<file path="config.mk">
export PLATFORM = sky130hd
export DESIGN_NAME = alu_arbiter
export DESIGN_NICKNAME = d
export VERILOG_FILES = /design/src/rtl/alu_arbiter.sv
export SDC_FILE = /design/constraint.sdc
export NUM_CORES = 1
export LEC_CHECK = 0
export BUFFER_PORTS_ARGS = -buffer_cell sky130_fd_sc_hd__buf_2
export CORE_AREA = 2 2 108 110
export DETAILED_ROUTE_END_ITERATION = 12
export DIE_AREA = 0 0 110 112
export PLACE_DENSITY = 0.56
export RECOVER_POWER = 25
export SLEW_MARGIN = 20
export SYNTH_ARGS = -nofsm -noshare
export SYNTH_HDL_FRONTEND = slang
export SYNTH_SLANG_ARGS = --single-unit
</file>
<file path="constraint.sdc">
create_clock -name clk -period 1.2 [get_ports clk]
set_input_delay 0.18 -clock clk [delete_from_list [all_inputs] [get_ports clk]]
set_output_delay 0.18 -clock clk [all_outputs]
set_load 0.01 [all_outputs]
</file>
<file path="src/rtl/alu_arbiter.sv">
// Round-robin arbiter sharing one combinational ALU between two valid/ready
// requesters, with a one-entry tagged response register toward the consumer.
module alu_arbiter #(
  parameter int WIDTH  = 32,
  parameter int CTRL_W = 3
) (
  input  logic              clk,
  input  logic              reset,
  input  logic              Req0Valid,
  output logic              Req0Ready,
  input  logic [WIDTH-1:0]  Req0SrcA,
  input  logic [WIDTH-1:0]  Req0SrcB,
  input  logic [CTRL_W-1:0] Req0Control,
  input  logic              Req1Valid,
  output logic              Req1Ready,
  input  logic [WIDTH-1:0]  Req1SrcA,
  input  logic [WIDTH-1:0]  Req1SrcB,
  input  logic [CTRL_W-1:0] Req1Control,
  output logic [WIDTH-1:0]  SrcA,
  output logic [WIDTH-1:0]  SrcB,
  output logic [CTRL_W-1:0] ALUControl,
  input  logic [WIDTH-1:0]  ALUResult,
  input  logic              Zero,
  output logic              RespValid,
  input  logic              RespReady,
  output logic              RespId,
  output logic [WIDTH-1:0]  RespResult,
  output logic              RespZero
);

  logic             last_grant_q, last_grant_d;
  logic             resp_valid_q, resp_valid_d;
  logic             resp_id_q,    resp_id_d;
  logic [WIDTH-1:0] resp_result_q, resp_result_d;
  logic             resp_zero_q,  resp_zero_d;

  logic any_valid;
  logic grant_id;
  logic slot_free;
  logic accept;

  // Grant depends only on the request valids and last_grant_q, so no path
  // runs from the response register back into the ALU operand muxes.
  always_comb begin
    any_valid = Req0Valid || Req1Valid;
    if (Req0Valid && Req1Valid) begin
      grant_id = ~last_grant_q;
    end else begin
      grant_id = Req1Valid;
    end
    slot_free = !resp_valid_q || RespReady;
    accept    = any_valid && slot_free && !reset;
  end

  assign Req0Ready  = accept && !grant_id;
  assign Req1Ready  = accept &&  grant_id;

  assign SrcA       = grant_id ? Req1SrcA    : Req0SrcA;
  assign SrcB       = grant_id ? Req1SrcB    : Req0SrcB;
  assign ALUControl = grant_id ? Req1Control : Req0Control;

  // NOTE: every _d gets its hold value first so no path through this block
  // leaves a variable unassigned, which would otherwise infer a latch.
  always_comb begin
    last_grant_d  = last_grant_q;
    resp_valid_d  = resp_valid_q;
    resp_id_d     = resp_id_q;
    resp_result_d = resp_result_q;
    resp_zero_d   = resp_zero_q;
    if (accept) begin
      // A same-cycle drain is covered here too: the slot is simply overwritten.
      last_grant_d  = grant_id;
      resp_valid_d  = 1'b1;
      resp_id_d     = grant_id;
      resp_result_d = ALUResult;
      resp_zero_d   = Zero;
    end else if (resp_valid_q && RespReady) begin
      resp_valid_d  = 1'b0;
    end
  end

  // NOTE: non-blocking assignments make every register sample its _d from the
  // same pre-edge state, independent of the order of statements.
  always_ff @(posedge clk) begin
    if (reset) begin
      last_grant_q  <= 1'b1;
      resp_valid_q  <= 1'b0;
      resp_id_q     <= 1'b0;
      resp_result_q <= '0;
      resp_zero_q   <= 1'b0;
    end else begin
      last_grant_q  <= last_grant_d;
      resp_valid_q  <= resp_valid_d;
      resp_id_q     <= resp_id_d;
      resp_result_q <= resp_result_d;
      resp_zero_q   <= resp_zero_d;
    end
  end

  assign RespValid  = resp_valid_q;
  assign RespId     = resp_id_q;
  assign RespResult = resp_result_q;
  assign RespZero   = resp_zero_q;

endmodule

</file>
==> results.sh <==
export IMPL_dieWidth_um=110
export IMPL_cp_max_fo=13
export IMPL_syn_area_mm2=0.00229
export IMPL_ys_seq_elements=36
export IMPL_clk_pin_slew_ns=0.06
export IMPL_cpMostUsedCell="buf_12"
export IMPL_drt_iter0_markers=109
export IMPL_cp_cell_sequence="a21boi_4 -> buf_12 -> buf_12 -> mux2_2 -> buf_2"
export IMPL_endpoint_kind="output port"
export IMPL_fp_coreArea_mm2=0.0112
export IMPL_initial_core_util_pct=20.5
export IMPL_synth_edf_count=0
export IMPL_hold_viol_final=0
export IMPL_cts_made_buffers=5
export IMPL_status="finished with violations"
export IMPL_max_stage_delay_ns=0.37
export IMPL_fin_area_mm2=0.00448
export IMPL_timing_critical_path_buf_inv=3
export IMPL_power_clock_fraction_pct=31.2
export IMPL_pwr_share_seq_pct=31.0
export IMPL_dr_total_vias=2991
export IMPL_async_reset_ff_share_pct=0
export IMPL_tightest_slew_ns=0.283
export IMPL_dr_wl_met2_mm=5.57
export IMPL_drive_gt1_share_pct=70.1
export IMPL_drt_wl_total_mm=11.1
export IMPL_clock_latency_ns=0.28
export IMPL_start_kind="register"
export IMPL_grt_pass1_wl_mm=16.2
export IMPL_seq_area_frac_synth_pct=31.5
export IMPL_p_comb_share_pct=37.8
export IMPL_viasPerCell=4.44
export IMPL_io_buffers=275
export IMPL_critPathKind="reg -> out"
export IMPL_period_share_pct=149
export IMPL_pre_cts_ws_ns=-0.288
export IMPL_violations="negative setup slack"
export IMPL_design_die_area_mm2=0.0123
export IMPL_rsz0062_at_grt="yes"
export IMPL_nNetsFinal=700
export IMPL_overflow=0
export IMPL_dr_pass1_iters=4
export IMPL_synth_top_area_share_pct=31.5
export IMPL_ys_flop_type="dfxtp_1"
export IMPL_synthMostInstantiatedCell="mux2_2"
export IMPL_die_h_um=112
export IMPL_area_growth_pct=95.7
export IMPL_finalCriticalPeriod_ns=1.78
export IMPL_postSynthCellCount=241
export IMPL_p_int_uw=3020
export IMPL_ant_nets=0
export IMPL_final_util_pct=40.1
export IMPL_place_gp_congestion=0.851
export IMPL_dpl_hpwl_mm=8.85
export IMPL_cts_tree="yes"
export IMPL_cp_top_family="buffers and inverters"
export IMPL_hold_path_class="in -> reg"
export IMPL_setup_violations=71
export IMPL_cp_arrival_ns=1.60
export IMPL_maxSlewHeadroom_pct=81.1
export IMPL_slew_viol_final=0
export IMPL_drc=0
export IMPL_drv_cap=0
export IMPL_grt_max_degree=28
export IMPL_grt_usage_pct=17.1
export IMPL_wl_met3_um=930
export IMPL_cts_num_sinks=36
export IMPL_max_freq_mhz=561
export IMPL_wl_met1_mm=4.32
export IMPL_cts_max_level=2
export IMPL_ir_drop_mv=0.547
export IMPL_synthTopCellsByCount="48 x mux2_2, 36 x a21oi_1, 36 x dfxtp_1"
export IMPL_num_io_pins=276
export IMPL_rows=39
export IMPL_dr_max_layer_used="met4"
export IMPL_yosys_top_cells_area="dfxtp_1 32%, mux2_2 24%, nand3b_1 11%"
export IMPL_cts_root_buf="clkbuf_16"
export IMPL_syn_nets=413
export IMPL_leakage_uw=0.00223
export IMPL_cp_slowest_cell="mux2_2"
export IMPL_p_sw_uw=1230
export IMPL_grt_pass1_vias=3089
export IMPL_p_sw_share_pct=29.0
export IMPL_yosys_area_top_type="dfxtp_1"
export IMPL_antenna_found_initial=1
export IMPL_placed_cell_area_mm2=0.00404
export IMPL_fill_cells=1115
export IMPL_powerDensity_mw_per_mm2=949
export IMPL_avgSynthCellArea_um2=9.49
export IMPL_worstPathRequired_ns=1.02
export IMPL_ys_types=18
export IMPL_yosysWarnings=0
export IMPL_fin_ws_ns=-0.583
export IMPL_finalClockSkew_ns=0.00707
export IMPL_cts_buffer_depth=2
export IMPL_finalSetupTns_ns=-36.63
export IMPL_hold_buffers=0
export IMPL_wl_per_cell_um=16.4
==> placed cells by master (no fill, tap or decap), types with 2 or more instances in the layout <==
master,Yosys,final
a21oi_1,36,35
buf_12,0,5
buf_2,3,227
buf_4,4,23
buf_6,2,33
clkbuf_1,9,17
clkbuf_16,0,5
clkinv_2,0,2
dfxtp_1,36,35
mux2_2,48,33
mux2_4,0,34
nand3b_1,34,34
o21ai_0,35,35
==> power groups by stage <==
stage	Clock (uW)	Combinational, uW	Sequential (uW)
after global routing	1410	1730	1330
after detailed placement	0	1420	1340
final	1330	1600	1320
after floorplan	0	662	1380
after CTS	1380	1600	1320
after global placement	0	1400	1340
==> worst paths after layout <==
path | start | endpoint | slack (ns) | depth (start not counted)
worst max-delay path | last_grant_q$_SDFFE_PP1P_ | SrcB[11] | -0.58 | 5
worst min-delay path | ALUResult[31] | RespResult[31]$_SDFFE_PP0P_ | 0.16 | 3
worst max register to register | last_grant_q$_SDFFE_PP1P_ | last_grant_q$_SDFFE_PP1P_ | -0.19 | 8
worst min register to register | RespResult[16]$_SDFFE_PP0P_ | RespResult[16]$_SDFFE_PP0P_ | 0.47 | 2
==> through the flow <==
stage               std cells  hold slack (ns)  power (uW)
finish                    673            0.159        4250
global route              673            0.161        4460
CTS                       671            0.153        4300
detailed placement        660            0.454        2760
global placement          660            0.446        2740
floorplan                 241            0.340        2040
==> worst min-delay path, delay by kind of cell <==
family                 cells  cell delay, ns
AO/OA/AOI/OAI              1            0.05
buffers and inverters      1            0.09
AND/OR/NAND/NOR            1            0.07
==> logic make-up (layout without fill, tap and decap cells) <==
| logic type | count (synthesis) | in the layout | share of synthesized area, % |
|---|---|---|---|
| buffers and inverters | 25 | 313 | 6.29 |
| other | 0 | 1 | 0 |
| muxes | 67 | 67 | 33.0 |
| DFF | 36 | 36 | 31.5 |
| and+or+nand+nor | 41 | 41 | 12.9 |
| AOI/OAI and AO/OA | 72 | 72 | 16.4 |
==> state kept, by name (all words and copies together) (netlist names) <==
register,count
RespValid,1
RespResult,32
last_grant_q,1
RespZero,1
RespId,1
==> what timing repair did <==
| action | 4_1_cts | 5_1_grt |
|---|---|---|
| hold endpoints to repair | 0 | 0 |
| pin swaps | 1 | 1 |
| gates resized for setup | 49 | 5 |
| setup buffers | 3 | 1 |
| endpoints found under the setup margin | 81 | 95 |
==> per-layer routing <==
metal / vias to the layer above / global-route usage [%]
met3: 12 / 4.04
li1: 1452 / -
met2: 141 / 30.3
met4: 0 / 5.57
met1: 1386 / 19.7
met5: - / 0
==> layout make-up <==
class | count | area, um2 | area share (%)
Timing Repair Buffer | 305 | 1840 | 41.2
Clock buffer | 6 | 139 | 3.10
Sequential cell | 36 | 722 | 16.1
Antenna cell | 1 | 2.50 | 0.0559
Multi-Input combinational cell | 180 | 1580 | 35.3
Clock inverter | 2 | 10.0 | 0.224
Tap cell | 143 | 179 | 4.00
(Power assumes the default switching activity.)
